**src/rtl/controlador_maquina_cafe.sv**
```systemverilog
// Sequencing FSM for the coffee vending machine: banknote capture, single-button
// selection, verifier sampling, then timed preparation, timed error display, or refund.
module controlador_maquina_cafe #(
  parameter int T_PREPARO = 50,
  parameter int T_ERRO    = 10,
  parameter int T_TIMEOUT = 200
) (
  input  logic       clk,
  input  logic       reset,
  input  logic       inserir,
  input  logic [2:0] chaves_cedulas,
  input  logic [3:0] bt,
  input  logic       d_valor,
  output logic [2:0] ver_cedulas,
  output logic [3:0] ver_bt,
  output logic [3:0] bebida,
  output logic       ocupado,
  output logic       erro,
  output logic       devolver,
  output logic [2:0] estado
);

  localparam int T_MAX_A = (T_PREPARO > T_ERRO) ? T_PREPARO : T_ERRO;
  localparam int T_MAX   = (T_MAX_A > T_TIMEOUT) ? T_MAX_A : T_TIMEOUT;
  localparam int CW      = $clog2(T_MAX) + 1;

  typedef enum logic [2:0] {
    IDLE     = 3'd0,
    ESPERA   = 3'd1,
    VERIFICA = 3'd2,
    PREPARO  = 3'd3,
    ERRO     = 3'd4,
    DEVOLVE  = 3'd5
  } state_t;

  state_t        state, state_n;
  logic [CW-1:0] counter;
  logic [2:0]    cedula_reg;
  logic [3:0]    bt_reg;
  logic [3:0]    bt_prev;
  logic [3:0]    edge_bt;
  logic          sel_valid;

  // A selection is one fresh press while exactly one button is held.
  assign edge_bt   = bt & ~bt_prev;
  assign sel_valid = $onehot(edge_bt) && $onehot(bt);

  always_comb begin
    state_n = state;
    case (state)
      IDLE:     if (inserir && (chaves_cedulas != 3'b000)) state_n = ESPERA;
      ESPERA: begin
        if (sel_valid)                               state_n = VERIFICA;
        else if (counter == CW'(T_TIMEOUT - 1))      state_n = DEVOLVE;
      end
      VERIFICA: state_n = d_valor ? ERRO : PREPARO;
      PREPARO:  if (counter == CW'(T_PREPARO - 1)) state_n = IDLE;
      ERRO:     if (counter == CW'(T_ERRO - 1))    state_n = ESPERA;
      DEVOLVE:  state_n = IDLE;
      default:  state_n = IDLE;
    endcase
  end

  // Outputs are registered from the next state so they line up with estado.
  always_ff @(posedge clk) begin
    if (reset) begin
      state      <= IDLE;
      counter    <= '0;
      cedula_reg <= 3'b000;
      bt_reg     <= 4'b0000;
      bt_prev    <= 4'b0000;
      bebida     <= 4'b0000;
      ocupado    <= 1'b0;
      erro       <= 1'b0;
      devolver   <= 1'b0;
    end else begin
      state   <= state_n;
      bt_prev <= bt;

      if ((state_n == state) && (state != IDLE)) counter <= counter + 1'b1;
      else                                       counter <= '0;

      if ((state == IDLE) && (state_n == ESPERA))
        cedula_reg <= chaves_cedulas;
      else if (((state == PREPARO) && (state_n == IDLE)) || (state == DEVOLVE))
        cedula_reg <= 3'b000;

      if ((state == ESPERA) && (state_n == VERIFICA))
        bt_reg <= bt;
      else if (((state == PREPARO) || (state == ERRO)) && (state_n != state))
        bt_reg <= 4'b0000;

      bebida   <= (state_n == PREPARO) ? bt_reg : 4'b0000;
      ocupado  <= (state_n != IDLE);
      erro     <= (state_n == ERRO);
      devolver <= (state_n == DEVOLVE);
    end
  end

  assign ver_cedulas = cedula_reg;
  assign ver_bt      = bt_reg;
  assign estado      = state;

endmodule

```
**config.mk**
```make
export PLATFORM = sky130hd
export DESIGN_NAME = controlador_maquina_cafe
export DESIGN_NICKNAME = d
export VERILOG_FILES = /design/src/rtl/controlador_maquina_cafe.sv
export SDC_FILE = /design/constraint.sdc
export NUM_CORES = 1
export LEC_CHECK = 0
export ABC_AREA = 1
export BUFFER_PORTS_ARGS = -buffer_cell sky130_fd_sc_hd__buf_4
export CORE_ASPECT_RATIO = 1.75
export CORE_UTILIZATION = 58
export DETAILED_ROUTE_END_ITERATION = 6
export PLACE_DENSITY = 0.88
export SYNTH_ARGS = -nofsm -noshare
export SYNTH_HDL_FRONTEND = slang
export SYNTH_SLANG_ARGS = --single-unit
```
**constraint.sdc**
```tcl
create_clock -name clk -period 4.88 [get_ports clk]
set_clock_uncertainty 0.2 [all_clocks]
set_input_delay 0.976 -clock clk [delete_from_list [all_inputs] [get_ports clk]]
set_output_delay 0.976 -clock clk [all_outputs]
set_load 0.005 [all_outputs]
```
Word level (Yosys, flattened, before mapping)
Cells that the tools add are included.
- reduce and logical (&&, ||, !) cells: 18
- bitwise gates (word level): 4
- add/subtract/negate cells: 7
- muxes and demuxes: 11
- equality and inequality tests: 17
- operator list (operator ; count):
    $mux 3 ; 8
    $pmux 3 s5 ; 1
    $eq 3x1->1 const B ; 4
    $eq 3x2->1 const B ; 4
    $eq 3x3->1 const B ; 4
    $add 9x1->9 const B ; 1
    $eq 9x4->1 const B ; 1
    $eq 9x6->1 const B ; 1
    $eq 9x8->1 const B ; 1
    $reduce_bool 3->1 ; 3
    $add 1x1->2 ; 4
    $mux 4 ; 2
    $logic_and 1x1->1 ; 7
    $add 2x2->3 ; 2
    $logic_not 3->1 ; 2
    $and 4x4->4 ; 1
    $not 4->4 ; 1
    $reduce_bool 2->1 ; 2
    $reduce_or 2->1 ; 2
    $eq 3x3->1 ; 1
    $ne 3x3->1 ; 1
    $logic_or 1x1->1 ; 2
    $not 1->1 ; 2
- register bits: 30
- word-level logic and storage cells: 66
- output and inout bits: 17
- input bits: 11

Depth between registers and ports, before layout
Gate-level depths: netlist (run 1).
- depth after elaboration: 13
- depth in mapped cells: 16
- gate-level depth less buffers: 16

Least setup slack after synthesis (run 1)
No wires, ideal clock.
- kind: input to register
- start point: in bt[0]
- end point: reg bt_reg[0] (netlist: ver_bt[0])
- library setup time: 0.113 ns
- cell stages on the path: 15
- data required time: 4.567 ns
- slack: 1.517 ns
- path buffers: 0
- arrival: 3.050 ns
- cells stage by stage: inv_1 > nor2_1 > fa_1 > ha_1 > ha_1 > nor2_1 > nand3_1 > nor3_2 > inv_1 > o21ai_1 > a21oi_2 > nand2_1 > nand2_2 > nand3_1 > nand2_1
- word-level cells in the longest chain between the ends: 10
- elaborated cells between the ends (all ways): 16
- classes of those cells: 4 x add/sub; 4 x eq/ne; 3 x mux; 1 x bitwise; 4 x reduce/logical
- ends and longest elaborated chain (item ; line ; source):
    start, declared ; 12 ; input logic [3:0] bt,
    $and 4x4->4 ; 45 ; assign edge_bt = bt & ~bt_prev;
    $add 1x1->2 (implied by the code) ; 46 ; assign sel_valid = $onehot(edge_bt) && $onehot(bt);
    $add 2x2->3 (implied by the code) ; 46 ;
    $eq 3x1->1 ; 46 ;
    $logic_and 1x1->1 ; 46 ;
    $mux 3 ; 53 ; if (sel_valid) state_n = VERIFICA;
    $pmux 3 s5 ; 50 ; case (state)
    $eq 3x2->1 or $ne 3x3->1 (tied branches) ; 88, 90 ;
    $logic_and 1x1->1, on equally long branches ; 88, 90 ;
    $mux 4 or $reduce_bool 2->1 (tied branches) ; -- ;
    end signal, assigned ; 89 ; bt_reg <= bt;
    end, declared ; 39 ; logic [3:0] bt_reg;
Parallel ways exist; a longest one is shown, timed or not.
A chain may end at the register's enable or synchronous reset.

Worst setup path in the final report (run 1)
Same ends and word-level chain as after synthesis.

==> results of run 1 <==
[metal layers]
metal	vias up	global-route usage, %	routed length, microns
li1	680	-	-
met1	577	25.5	1130
met2	35	45.1	1600
met3	14	10.7	111
met4	0	18.5	132
met5	-	0	0
[sequential cells by signal (all words and copies together) (netlist names), 3 cells and up]
signal	cells
counter	9
bebida	4
bt_prev	4
ver_bt	4
estado	3
ver_cedulas	3
[final timing paths]
check / end / startpoint / slack, ns
min: bebida[3]$_SDFF_PP0_ / ver_bt[3]$_SDFFE_PP0P_ / 0.26
min reg2reg: bebida[3]$_SDFF_PP0_ / ver_bt[3]$_SDFFE_PP0P_ / 0.26
max: ver_bt[0]$_SDFFE_PP0P_ / bt[0] / 1.49
max reg2reg: ver_bt[0]$_SDFFE_PP0P_ / bt_prev[1]$_SDFF_PP0_ / 2.06
[cells in the mapped netlist]
library cell	count	area [sq um]
nor2_1	46	173
nand2_1	35	131
dfxtp_1	30	601
inv_1	28	105
nand3_1	14	70.1
ha_1	6	75.1
a21oi_1	5	25.0
inv_2	5	18.8
nand2_2	4	25.0
nand4_1	4	25.0
xor2_1	4	35.0
clkbuf_1	2	7.51
fa_1	2	40.0
nor3_2	2	20.0
o21ai_1	2	10.0
a21oi_2	1	8.76
a31oi_1	1	6.26
and3_1	1	6.26
nand2_4	1	11.3
nand3_2	1	10.0
nand3_4	1	17.5
nor2_4	1	11.3
nor3_1	1	5.00
nor3b_1	1	7.51
o22ai_1	1	6.26
[tightest hold or removal path, stage by stage (launching register included)]
cell	delay, ns
dfxtp_1	0.31
inv_1	0.07
nor2_1	0.04
[per-stage QoR]
| stage | std cells | area (sq um) | util, % | setup WS (ns) | total power, uW |
|---|---|---|---|---|---|
| 3_3_place_gp | 249 | 1680 | 72.0 | 1.27 | 338 |
| 5_1_grt | 257 | 1770 | 75.9 | 1.30 | 565 |
| 6_report | 257 | 1770 | 75.9 | 1.49 | 539 |
| 3_5_place_dp | 249 | 1680 | 72.0 | 1.17 | 340 |
| 2_1_floorplan | 199 | 1450 | - | 1.52 | 314 |
| 4_1_cts | 257 | 1770 | 75.9 | 1.50 | 544 |
[logic make-up (layout without fill, tap and decap cells)]
group / after synthesis / count (layout) / share of synthesized area, %
xor gates and xnor gates: 4 / 4 / 2.41
adders and majority gates: 8 / 8 / 7.93
and+or+nand+nor: 112 / 112 / 35.3
AOI/OAI and AO/OA: 10 / 10 / 3.88
DFF: 30 / 30 / 41.4
buffers and inverters: 35 / 68 / 9.05
[power groups by stage]
stage          Sequential, uW  Clock (uW)  Combinational [uW]
2_1_floorplan             263           0                50.7
3_3_place_gp              263           0                75.0
3_5_place_dp              263           0                77.1
4_1_cts                   258         208                77.4
5_1_grt                   259         218                87.3
6_report                  258         204                77.1
[area by class of cell]
type / instances / area [sq um] / area share [%]
repair buffers: 27 / 203 / 11.5
clock buffers: 7 / 86.3 / 4.88
flip-flops and latches: 30 / 601 / 33.9
well taps: 25 / 31.3 / 1.77
inverters: 33 / 124 / 7.00
clock inverters: 1 / 5.00 / 0.283
multi-input cells: 134 / 719 / 40.7
==> flow_summary_export.csv, run 1 <==
group,metric,value,unit
run,cap_violations,0,
critical_path,crit_buf_inv,3,
clock_network,root_buffer,"clkbuf_8",
routing,vias,1306,
power,p_sw,141,uW
final_layout,nets,250,
hold_path,hold_class,"flop to flop",
run_status,status,"finished, final reports clean",
routing,postRouteAntennaNets,0,
logic_synthesis,yosysWarningCount,0,
clock_network,clk_pin_slew_worst_paths,0.06,ns
logic_synthesis,syn-num-nets,218,
final_layout,drive_above_1_share,21.6,%
global_routing,grt_max_degree,19,
power,power.density,305,nW/um^2
floorplan,ios,28,
power,leakagePower,0.000850,uW
logic_synthesis,avgSynthCellArea,7.29,sq um
clock_network,cts.sinks,30,
power,p_sw_share,26.2,%
floorplan,dieArea,2710,sq um
placement,dp_hpwl,2250,microns
logic_synthesis,syn_area,1450,sq um
global_routing,track_usage,27.0,%
placement,port_buffers,27,
critical_path,crit_type,"input pin to flop",
global_routing,grt_antenna_before_repair,0,
final_layout,mostFrequentLayoutCell,"nor2_1",
clock_network,cts_max_level,2,
logic_synthesis,ys_types,25,
critical_path,crit_path_max_fanout,6,
routing,first_iter_violations,35,
critical_path,crit_family,"adder cells",
clock_network,cts_tree,"built",
final_layout,area_growth,21.9,%
timing,period_share,69.4,%
timing,hold_ws,0.257,ns
critical_path,worstSetupStartpointType,"input pin",
routing,routed_wl,2970,microns
floorplan,start_util,62.3,%
timing,setup_viol,0,
clock_network,cts_made_buffers,5,
timing,slew_headroom,76.7,%
timing,tightest_slew,0.348,ns
power,p_clk_share,37.8,%
critical_path,arrival,3.37,ns
timing,setup-tns-final,0,ns
clock_network,clk_latency,0.29,ns
timing,fmaxAchievable,295,MHz
placement,gp_congestion,0.999,
routing,firstDrtPassIters,4,
floorplan,die_w,39.8,microns
timing,fin_crit,3.39,ns
timing,rsz0062_at_grt,"no",
clock_network,cts_resized,0,
critical_path,required,4.86,ns
timing,hold_violations,0,
routing,avgRoutedWirePerCell,11.6,microns
logic_synthesis,syn_inst,199,
clock_network,cts_setup_buffers,0,
critical_path,cp_slowest_stage_delay,0.47,ns
critical_path,cp.depth,16,
floorplan,die_h,68.2,microns
power,ir_drop,0.247,mV
critical_path,worst_setup_path_end_kind,"flop",
final_layout,nFillCells,181,
clock_network,hold_buffers,0,
logic_synthesis,synth-seq-cells,30,
timing,drv_slew,0,
global_routing,grt_overflow,0,
routing,drc,0,
power,internal_power,398,uW
floorplan,core-area,2330,sq um
power,p_comb_share,14.3,%
routing,via_per_inst,5.08,
final_layout,most-common-layout-cells,"46 x nor2_1, 35 x nand2_1, 30 x dfxtp_1",
logic_synthesis,synth-seq-area-share,41.4,%
hold_path,hold_depth,2,
power,power_frac_seq,47.9,%
critical_path,rr_worst_depth,14,
final_layout,antenna_cells,0,
critical_path,worstPathCellList,"buf_4, inv_1, nor2_1, fa_1, ha_1, ha_1, nor2_1, nand3_1, nor3_2, inv_1, o21ai_1, a21oi_2, nand2_1, nand2_2, nand3_1, nand2_1",
clock_network,clockBufferDepth,2,
global_routing,grt_pass1_vias,1218,
global_routing,grt_pass1_wl,4850,microns
critical_path,cp_slowest_cell,"fa_1",
floorplan,rows,23,
Power figures use the tool's default switching activity.
==> run 2: changes to the inputs <==
--- a/config.mk
+++ b/config.mk
@@ -8,9 +8,9 @@
 export ABC_AREA = 1
 export BUFFER_PORTS_ARGS = -buffer_cell sky130_fd_sc_hd__buf_4
 export CORE_ASPECT_RATIO = 1.75
-export CORE_UTILIZATION = 58
+export CORE_UTILIZATION = 48
 export DETAILED_ROUTE_END_ITERATION = 6
-export PLACE_DENSITY = 0.88
+export PLACE_DENSITY = 0.79
 export SYNTH_ARGS = -nofsm -noshare
 export SYNTH_HDL_FRONTEND = slang
 export SYNTH_SLANG_ARGS = --single-unit
==> constraint.sdc (replaced) <==
create_clock -name clk -period 2.9 [get_ports clk]
set_clock_uncertainty 0.2 [all_clocks]
set_input_delay 0.58 -clock clk [delete_from_list [all_inputs] [get_ports clk]]
set_output_delay 0.58 -clock clk [all_outputs]
set_load 0.005 [all_outputs]
==> run 2 against run 1 <==
  * Clock power is 93% higher
  * First-iteration DRC count decreased by 43%
  * Worst hold slack got worse by 0.00062 ns
  * Non-clock buffer count grew 5
  * Count of clock-buffer cells in the layout up 1
  * Worst setup slack lost 1.4 ns
  * Via count up 0.69%
  * Critical path type unchanged
==> flow_summary_export.csv, run 2 (synthesis gave the netlist of run 1 again) <==
group,metric,value,unit
final_layout,nFillCells,266,
final_layout,nets,256,
routing,drc,0,
timing,drv_slew,0,
clock_network,cts_tree,"built",
final_layout,finalNonFillerCells,266,
routing,avgRoutedWirePerCell,11.5,microns
floorplan,rows,26,
global_routing,grt_pass1_vias,1164,
power,leakagePower,0.000885,uW
power,total_power,986,uW
routing,postRouteAntennaNets,0,
timing,fin_ws,0.138,ns
power,p_comb_share,15.9,%
critical_path,rr_worst_depth,15,
placement,dp_hpwl,2310,microns
critical_path,reg2reg_slack,0.27,ns
timing,rsz0062_at_grt,"no",
floorplan,die_h,74.7,microns
clock_network,cts.sinks,30,
final_layout,antenna_cells,0,
floorplan,dieArea,3260,sq um
power,power.density,517,nW/um^2
clock_network,cts_setup_buffers,0,
routing,via_per_inst,4.94,
floorplan,start_util,50.1,%
global_routing,grt_antenna_before_repair,0,
hold_path,hold_class,"flop to flop",
critical_path,arrival,2.80,ns
clock_network,cts_max_level,2,
global_routing,grt_overflow,0,
timing,tightest_slew,0.362,ns
final_layout,largest_register_ffs,9,
placement,gp_congestion,0.902,
clock_network,clk_pin_slew_worst_paths,0.06,ns
critical_path,required,2.94,ns
timing,slew_headroom,75.8,%
global_routing,grt_max_degree,19,
routing,vias,1315,
timing,hold_violations,0,
clock_network,root_buffer,"clkbuf_8",
floorplan,die_w,43.6,microns
floorplan,core-area,2900,sq um
power,internal_power,731,uW
clock_network,clk_latency,0.29,ns
final_layout,area_growth,31.6,%
placement,post-place-ws,-0.232,ns
critical_path,crit_path_max_fanout,4,
power,p_sw_share,25.9,%
routing,routed_wl,3060,microns
routing,firstDrtPassIters,4,
floorplan,ios,28,
final_layout,mostFrequentLayoutCell,"nor2_1",
hold_path,hold_depth,2,
critical_path,worstSetupStartpointType,"input pin",
final_layout,regMostFlops,"counter",
global_routing,grt_pass1_wl,4840,microns
routing,first_iter_violations,20,
final_layout,most-common-layout-cells,"42 x nor2_1, 32 x nand2_1, 32 x buf_4",
final_layout,drive_above_1_share,31.1,%
power,power_frac_seq,44.1,%
power,ir_drop,0.369,mV
placement,port_buffers,27,
run_status,status,"finished, final reports clean",
timing,setup_viol,0,
critical_path,crit_type,"input pin to flop",
run,cap_violations,0,
global_routing,track_usage,20.4,%
timing,fin_crit,2.76,ns
power,p_clk_share,40.0,%
timing,hold_ws,0.257,ns
timing,fmaxAchievable,362,MHz
clock_network,cts_made_buffers,5,
critical_path,worst_setup_path_end_kind,"flop",
timing,period_share,95.2,%
clock_network,clockBufferDepth,2,
placement,place_inst,257,
power,p_sw,255,uW
-- run 2: final timing paths --
check | end | from
worst max-delay path | ver_bt[1]$_SDFFE_PP0P_ | bt[3]
worst min-delay path | bebida[3]$_SDFF_PP0_ | ver_bt[3]$_SDFFE_PP0P_
worst max register to register | ver_bt[1]$_SDFFE_PP0P_ | bt_prev[1]$_SDFF_PP0_
worst min register to register | bebida[3]$_SDFF_PP0_ | ver_bt[3]$_SDFFE_PP0P_
-- run 2: critical path: stages --
cell,delay (ns)
buf_4,0.11
inv_2,0.07
nor2_2,0.05
fa_1,0.47
ha_2,0.19
ha_1,0.27
nor2_2,0.11
nand3_2,0.13
nand2_2,0.11
nand3_4,0.08
nor2_4,0.14
nand2_2,0.06
nand2_2,0.11
nand2_2,0.08
nand2_2,0.09
nand3_1,0.07
nand2_1,0.06
-- run 2: per-layer routing --
metal  wire length (microns)  global-route usage, %  vias to the layer above
li1                        -                      -                      690
met1                    1140                   19.5                      599
met2                    1760                   38.3                       18
met3                      72                   5.04                        8
met4                      91                   11.8                        0
met5                       0                      0                        -
-- run 2: repair_timing --
item | CTS | global route
hold buffers | 0 | 0
resized for setup | 0 | 19
endpoints found under the setup margin | 0 | 16
-- run 2: power by group through the flow --
stage                     sequential [uW]  clock [uW]  combinational, uW
after floorplan                       443           0               89.5
after global placement                443           0                138
after detailed placement              444           0                139
after CTS                             435         402                141
after global routing                  437         419                175
final                                 435         394                157
-- run 2: metrics by stage --
step	setup TNS (ns)	util, %	area, sq um
finish	0	65.9	1910
global route	0	65.9	1910
CTS	0	63.7	1840
detailed placement	-2.83	59.9	1730
global placement	-2.33	59.9	1730
floorplan	0	-	1470
-- run 2: cell type report --
type	count	area, sq um	area share, %
Sequential cell	30	601	31.5
Clock buffer	8	110	5.77
Multi-Input combinational cell	135	795	41.6
Timing Repair Buffer	32	240	12.6
Inverter	33	129	6.75
Tap cell	28	35.0	1.83
